## config.mk

```make
export PLATFORM = sky130hd
export DESIGN_NAME = signal_src_sched
export DESIGN_NICKNAME = d
export VERILOG_FILES = /design/src/rtl/signal_src_sched.sv
export SDC_FILE = /design/constraint.sdc
export NUM_CORES = 1
export LEC_CHECK = 0
export CORE_MARGIN = 2
export CORE_UTILIZATION = 30
export CTS_CLUSTER_DIAMETER = 100
export CTS_CLUSTER_SIZE = 24
export DETAILED_ROUTE_END_ITERATION = 7
export SYNTH_ARGS = -nofsm -noshare
export SYNTH_HDL_FRONTEND = slang
export SYNTH_SLANG_ARGS = --single-unit
```

## constraint.sdc

```tcl
create_clock -name pclk -period 5.61 [get_ports pclk]
set_clock_uncertainty 0.05 [all_clocks]
set_input_delay 0.561 -clock pclk [delete_from_list [all_inputs] [get_ports pclk]]
set_output_delay 0.561 -clock pclk [all_outputs]
set_load 0.01 [all_outputs]
```

## src/rtl/signal_src_sched.sv

```systemverilog
// -----------------------------------------------------------------------------
// signal_src_sched
// Time-multiplexed source scan scheduler for the correlator input signal mux.
// Steps the mux select code through a programmed list of source codes. A new
// source is applied only on an accumulator epoch strobe, so no epoch mixes two
// sources. After every switch sel_valid is held low for SETTLE_CYC cycles, and
// then the source is held for a programmed number of epochs.
//
// Ports
//   pclk          clock
//   reset         synchronous, active-high reset
//   start         pulse: begin scan from entry 0 (ignored while busy)
//   stop          pulse: abort scan, return to IDLE (highest priority)
//   list_wr       source list write strobe (accepted in any state)
//   list_addr     source list write address
//   list_data     source code written to list_addr
//   list_last     index of last active entry, latched at start
//   dwell_epochs  epochs to dwell per entry, latched at start (0 acts as 1)
//   epoch         accumulator epoch-boundary strobe (1 cycle)
//   input_reg     select code driven to the signal mux
//   sel_valid     selected source has settled, data usable
//   switch_pulse  1-cycle pulse on the cycle input_reg is reloaded
//   cur_idx       list index currently applied to input_reg
//   busy          scheduler is not IDLE
//   bad_code      sticky: an unassigned code was skipped; cleared by start
// -----------------------------------------------------------------------------
module signal_src_sched #(
  parameter int LIST_LEN   = 8,
  parameter int CNT_W      = 16,
  parameter int SETTLE_CYC = 2,
  parameter int IDX_W      = $clog2(LIST_LEN)
) (
  input  logic             pclk,
  input  logic             reset,
  input  logic             start,
  input  logic             stop,
  input  logic             list_wr,
  input  logic [IDX_W-1:0] list_addr,
  input  logic [3:0]       list_data,
  input  logic [IDX_W-1:0] list_last,
  input  logic [CNT_W-1:0] dwell_epochs,
  input  logic             epoch,
  output logic [3:0]       input_reg,
  output logic             sel_valid,
  output logic             switch_pulse,
  output logic [IDX_W-1:0] cur_idx,
  output logic             busy,
  output logic             bad_code
);

  // Settle counter only needs to reach SETTLE_CYC-1.
  localparam int SC_W = (SETTLE_CYC > 1) ? $clog2(SETTLE_CYC) : 1;
  localparam logic [SC_W-1:0] SETTLE_LAST = SC_W'(SETTLE_CYC - 1);

  typedef enum logic [1:0] {
    ST_IDLE   = 2'b00,
    ST_WAIT   = 2'b01,
    ST_SETTLE = 2'b10,
    ST_DWELL  = 2'b11
  } state_t;

  // Codes 0011, 0101, 0110, 0111 are unassigned mux inputs.
  function automatic logic code_valid(input logic [3:0] code);
    logic ok;
    case (code)
      4'b0011, 4'b0101, 4'b0110, 4'b0111: ok = 1'b0;
      default:                            ok = 1'b1;
    endcase
    return ok;
  endfunction

  // Next list index, wrapping to 0 after the latched last entry.
  function automatic logic [IDX_W-1:0] wrap_idx(input logic [IDX_W-1:0] idx,
                                                input logic [IDX_W-1:0] last);
    logic [IDX_W-1:0] nxt;
    if (idx == last) begin
      nxt = {IDX_W{1'b0}};
    end else begin
      nxt = idx + IDX_W'(1);
    end
    return nxt;
  endfunction

  logic [3:0]       list_mem_r [LIST_LEN];

  state_t           state_r,        state_nx_s;
  logic [IDX_W-1:0] idx_r,          idx_nx_s;
  logic [IDX_W-1:0] last_r,         last_nx_s;
  logic [CNT_W-1:0] dwell_r,        dwell_nx_s;
  logic [CNT_W-1:0] epoch_cnt_r,    epoch_cnt_nx_s;
  logic [SC_W-1:0]  settle_cnt_r,   settle_cnt_nx_s;
  logic [3:0]       input_reg_r,    input_reg_nx_s;
  logic [IDX_W-1:0] cur_idx_r,      cur_idx_nx_s;
  logic             sel_valid_r,    sel_valid_nx_s;
  logic             switch_pulse_r, switch_pulse_nx_s;
  logic             busy_r;
  logic             bad_code_r,     bad_code_nx_s;

  logic [IDX_W-1:0] nidx_s;
  logic             sw_go_s;
  logic [IDX_W-1:0] sw_idx_s;
  logic             last_epoch_s;

  // Source list storage; a write is visible to the scheduler the next cycle.
  always_ff @(posedge pclk) begin
    if (reset) begin
      for (int i = 0; i < LIST_LEN; i++) begin
        list_mem_r[i] <= 4'b0000;
      end
    end else if (list_wr) begin
      list_mem_r[list_addr] <= list_data;
    end
  end

  // Next-state and next-output logic for the scan FSM.
  always_comb begin
    state_nx_s        = state_r;
    idx_nx_s          = idx_r;
    last_nx_s         = last_r;
    dwell_nx_s        = dwell_r;
    epoch_cnt_nx_s    = epoch_cnt_r;
    settle_cnt_nx_s   = settle_cnt_r;
    input_reg_nx_s    = input_reg_r;
    cur_idx_nx_s      = cur_idx_r;
    sel_valid_nx_s    = 1'b0;
    switch_pulse_nx_s = 1'b0;
    bad_code_nx_s     = bad_code_r;
    sw_go_s           = 1'b0;
    sw_idx_s          = idx_r;
    nidx_s            = wrap_idx(idx_r, last_r);
    // This epoch completes the dwell when (count so far + 1) reaches the target.
    last_epoch_s      = ({1'b0, epoch_cnt_r} + {{CNT_W{1'b0}}, 1'b1}) >= {1'b0, dwell_r};

    if (stop) begin
      // Abort wins over everything; select code and index are left as they are.
      state_nx_s = ST_IDLE;
    end else begin
      case (state_r)
        ST_IDLE: begin
          if (start) begin
            idx_nx_s      = {IDX_W{1'b0}};
            bad_code_nx_s = 1'b0;
            last_nx_s     = list_last;
            dwell_nx_s    = (dwell_epochs == {CNT_W{1'b0}}) ? CNT_W'(1) : dwell_epochs;
            state_nx_s    = ST_WAIT;
          end else begin
            state_nx_s = ST_IDLE;
          end
        end

        ST_WAIT: begin
          // An invalid entry is skipped in one cycle regardless of epoch.
          if (!code_valid(list_mem_r[idx_r])) begin
            bad_code_nx_s = 1'b1;
            idx_nx_s      = nidx_s;
          end else if (epoch) begin
            sw_go_s  = 1'b1;
            sw_idx_s = idx_r;
          end else begin
            state_nx_s = ST_WAIT;
          end
        end

        ST_SETTLE: begin
          if (settle_cnt_r == SETTLE_LAST) begin
            state_nx_s     = ST_DWELL;
            sel_valid_nx_s = 1'b1;
            epoch_cnt_nx_s = {CNT_W{1'b0}};
          end else begin
            settle_cnt_nx_s = settle_cnt_r + SC_W'(1);
          end
        end

        ST_DWELL: begin
          sel_valid_nx_s = 1'b1;
          if (epoch) begin
            if (last_epoch_s) begin
              if (code_valid(list_mem_r[nidx_s])) begin
                sw_go_s  = 1'b1;
                sw_idx_s = nidx_s;
              end else begin
                // Let WAIT run the skip logic from the invalid entry.
                idx_nx_s       = nidx_s;
                state_nx_s     = ST_WAIT;
                sel_valid_nx_s = 1'b0;
              end
            end else if (epoch_cnt_r != {CNT_W{1'b1}}) begin
              epoch_cnt_nx_s = epoch_cnt_r + CNT_W'(1);
            end else begin
              epoch_cnt_nx_s = epoch_cnt_r;
            end
          end else begin
            epoch_cnt_nx_s = epoch_cnt_r;
          end
        end

        default: begin
          state_nx_s = ST_IDLE;
        end
      endcase

      // A switch reloads the mux even if the code is unchanged, and blanks.
      if (sw_go_s) begin
        input_reg_nx_s    = list_mem_r[sw_idx_s];
        cur_idx_nx_s      = sw_idx_s;
        idx_nx_s          = sw_idx_s;
        switch_pulse_nx_s = 1'b1;
        sel_valid_nx_s    = 1'b0;
        settle_cnt_nx_s   = {SC_W{1'b0}};
        state_nx_s        = ST_SETTLE;
      end else begin
        switch_pulse_nx_s = 1'b0;
      end
    end
  end

  // State and registered-output update.
  always_ff @(posedge pclk) begin
    if (reset) begin
      state_r        <= ST_IDLE;
      idx_r          <= {IDX_W{1'b0}};
      last_r         <= {IDX_W{1'b0}};
      dwell_r        <= CNT_W'(1);
      epoch_cnt_r    <= {CNT_W{1'b0}};
      settle_cnt_r   <= {SC_W{1'b0}};
      input_reg_r    <= 4'b0000;
      cur_idx_r      <= {IDX_W{1'b0}};
      sel_valid_r    <= 1'b0;
      switch_pulse_r <= 1'b0;
      busy_r         <= 1'b0;
      bad_code_r     <= 1'b0;
    end else begin
      state_r        <= state_nx_s;
      idx_r          <= idx_nx_s;
      last_r         <= last_nx_s;
      dwell_r        <= dwell_nx_s;
      epoch_cnt_r    <= epoch_cnt_nx_s;
      settle_cnt_r   <= settle_cnt_nx_s;
      input_reg_r    <= input_reg_nx_s;
      cur_idx_r      <= cur_idx_nx_s;
      sel_valid_r    <= sel_valid_nx_s;
      switch_pulse_r <= switch_pulse_nx_s;
      busy_r         <= (state_nx_s != ST_IDLE);
      bad_code_r     <= bad_code_nx_s;
    end
  end

  assign input_reg    = input_reg_r;
  assign sel_valid    = sel_valid_r;
  assign switch_pulse = switch_pulse_r;
  assign cur_idx      = cur_idx_r;
  assign busy         = busy_r;
  assign bad_code     = bad_code_r;

endmodule
```

==> results of run 1 <==
-- per-stage QoR --
| step | util [%] | total power, mW | worst slack, ns | area (um2) | std cells |
|---|---|---|---|---|---|
| floorplan | - | 0.856 | 1.61 | 5550 | 641 |
| global placement | 33.9 | 0.931 | 0.975 | 6120 | 883 |
| detailed placement | 33.9 | 0.931 | 0.777 | 6120 | 883 |
| CTS | 35.8 | 1.62 | 0.744 | 6450 | 899 |
| global route | 35.8 | 1.67 | 0.396 | 6450 | 899 |
| finish | 35.8 | 1.61 | 0.766 | 6450 | 899 |
-- area by class of cell --
class,count,area [um2]
Fill cell,1909,11600
Multi-Input combinational cell,497,3230
Sequential cell,87,2060
Timing Repair Buffer,46,445
Tap cell,229,287
Clock buffer,10,229
Clock inverter,6,108
Inverter,24,90.1
-- cells by family (layout without fill, tap and decap cells) --
| kind of cell | after synthesis | count (layout) |
|---|---|---|
| and+or+nand+nor | 261 | 261 |
| adders and majority gates | 22 | 22 |
| AOI/OAI and AO/OA | 167 | 167 |
| xor gates and xnor gates | 21 | 21 |
| DFF | 87 | 87 |
| buffers and inverters | 57 | 86 |
| muxes | 26 | 26 |
-- layer usage --
metal | share of wire (%) | vias to the layer above | wire length, um | GRT usage (%)
met3 | 3.2 | 10 | 461 | 2.91
li1 | - | 2371 | - | -
met4 | 1.3 | 0 | 184 | 4.11
met1 | 51 | 2193 | 7340 | 21.6
met5 | 0 | - | 0 | 0
met2 | 45 | 83 | 6500 | 23.1
-- worst reg2reg max path, stage by stage, from the launching register on --
cell       delay, ns
dfxtp_1         0.39
ha_1            0.24
and3_1          0.23
nand3_1         0.20
nor2_1          0.23
nand4_1         0.14
xnor2_1         0.16
ha_1            0.30
nand3_1         0.09
nor4_1          0.40
o2111ai_1       0.21
a41oi_1         0.48
nand3_4         0.41
mux2_4          0.53
mux2_1          0.34
a22oi_1         0.19
a31oi_1         0.11
-- final timing paths --
check | startpoint | cells after the start | end | slack [ns]
setup / recovery | epoch_cnt_r[0] | 16 | input_reg[3] | 0.77
hold / removal | dwell_r[12] | 2 | dwell_r[12] | 0.41
setup reg to reg | epoch_cnt_r[0] | 16 | input_reg[3] | 0.77
hold reg to reg | dwell_r[12] | 2 | dwell_r[12] | 0.41
-- cell usage in the layout (no fill, tap or decap), types with 5 or more instances in the layout --
cell | synthesis | final
a211o_1 | 5 | 5
o221ai_1 | 12 | 12
nand2_1 | 79 | 79
nand4_1 | 6 | 6
or2_2 | 11 | 11
o21ai_1 | 7 | 7
and2_1 | 35 | 35
mux2i_1 | 7 | 7
a21o_1 | 8 | 8
o211ai_1 | 5 | 5
xnor2_1 | 12 | 12
a21oi_1 | 55 | 55
nor4_1 | 5 | 5
nor2b_1 | 7 | 7
clkbuf_16 | 0 | 9
inv_1 | 24 | 24
dfxtp_1 | 55 | 55
nand3_1 | 11 | 11
edfxtp_1 | 32 | 32
ha_1 | 18 | 18
mux2_2 | 14 | 14
o21a_1 | 11 | 11
a211oi_1 | 5 | 5
xor2_1 | 7 | 7
a41oi_1 | 5 | 5
nand2b_1 | 5 | 5
nor3b_1 | 13 | 13
o21ai_0 | 18 | 18
clkdlybuf4s50_1 | 0 | 41
nor3_1 | 14 | 14
nor2_1 | 54 | 54
a31oi_1 | 8 | 8
-- report_power, final --
part | internal (mW) | leakage (nW) | switching [mW]
Clock | 0.434 | 0.161 | 0.255
Sequential | 0.680 | 0.753 | 0.0328
Combinational | 0.0906 | 1.30 | 0.116
Total | 1.21 | 2.22 | 0.404
==> results.yml, run 1 <==
status:
  run_status: "completed"
finish:
  nets: 715
  largest_reg_flops: 32
  antenna_cells_inserted: 0
  reg.largest.list: "list_mem_r x32, dwell_r x16, epoch_cnt_r x16"
  regMostFlops: "list_mem_r"
  area_growth_pct: 16.4
  drive_above_1_share_pct: 8.96
cts:
  cts_tree: "yes"
  ctsResizeCount: 0
  h-tree-depth: 3
  numCtsBuffers: 9
  cts_setup_buffers: 0
  cts.hold.buffers_added: 0
  clock_sinks: 87
  clkTransAtPathRegs_ns: 0.06
  clk_latency_ns: 0.35
  clockBufferDepth: 2
  root_buffer: "clkbuf_16"
timing:
  tns_ns: 0
  fin_crit_sh_pct: 86.3
  slew_violations: 0
  maxSlewHeadroom_pct: 46.1
  finalCriticalPeriod_ns: 4.84
  fmax_ghz: 0.206
  timing.hold.ws_ns: 0.405
  hold_violations: 0
  setup_viol: 0
  rsz0062_at_grt: "false"
  worstMarginPinSlew_ns: 0.807
yosys:
  synth_mux_area_share_pct: 5.46
  synth_commonest_cells: "nand2_1, a21oi_1, dfxtp_1, nor2_1, and2_1"
  syn_area_um2: 5550
  yosysTopAreaCellShare_pct: 19.9
  synth_edf_count: 32
  synthFlopType: "dfxtp_1"
  ys_warn_count: 0
  async_flop_share_pct: 0
  yosys.area.top_type: "dfxtp_1"
  yosysMostFrequentCell: "nand2_1"
  synth_seq_area_share_pct: 37.2
  synth-compound-area-share_pct: 20.4
  synth_area_leaders: "dfxtp_1, edfxtp_1, nand2_1, a21oi_1, ha_1"
  synth_cells: 641
  synth_fa_ha_area_share_pct: 4.78
  synth.avg_cell_area_um2: 8.65
  synth_cell_types: 68
  synth-simple-area-share_pct: 24.0
  synthXorXnorAreaFrac_pct: 3.59
  synth_top_family_by_area: "simple AND/OR/NAND/NOR gates"
  syn-num-nets: 691
  ys_ff_latch: 87
setup_path:
  worst-setup-path-type: "flip-flop to flip-flop"
  crit_chain: "ha_1 > and3_1 > nand3_1 > nor2_1 > nand4_1 > xnor2_1 > ha_1 > nand3_1 > nor4_1 > o2111ai_1 > a41oi_1 > nand3_4 > mux2_4 > mux2_1 > a22oi_1 > a31oi_1"
  crit_buf_inv: 0
  arrival_ns: 5.01
  cp-start-kind: "flip-flop"
  slowest_delay_ns: 0.52
  cpMaxStageDelayCell: "mux2_4"
  crit_fanout: 35
  crit_family: "simple AND/OR/NAND/NOR gates"
  crit_required_ns: 5.78
  end_kind: "flip-flop"
power_and_ir_drop:
  p_per_area_nw_per_um2: 249
  cellLeakagePower_nw: 2.22
  ir_worst_vdd_mv: 0.143
floorplan:
  core_area_um2: 18000
  io_pins: 43
  fp.dieH_um: 140
  die_x_um: 140
  initial_utilization_pct: 30.8
  dieArea_um2: 19600
  rows: 49
route:
  ant_nets: 0
  wirelength_um: 14500
  vias: 4657
  routedWlPerCell_um: 16.1
  drc: 0
  firstDrtPassIters: 5
  viasPerCell: 5.18
  drt_iter0_drc: 323
global_route:
  grt_pass1_vias: 4326
  grt_max_degree: 50
  grt_usage_pct: 15.0
  gr-total-overflow: 0
  grt_pass1_wl_um: 23500
  antenna_found_initial: 0
job:
  cap_violations: 0
placement:
  gp_congestion: 0.828
  portBuffers: 42
  dp_hpwl_um: 10800
min_path:
  holdCritPathClass: "flip-flop to flip-flop"
Note: power is estimated with default switching activity, not from simulation.
==> inputs of run 2 (changes only) <==
Settings changed: CTS_CLUSTER_DIAMETER 100 to 200, GPL_ROUTABILITY_DRIVEN set to 0.
==> results of run 2 <==
Final layout, timing and power as in run 1 (identical DEF).
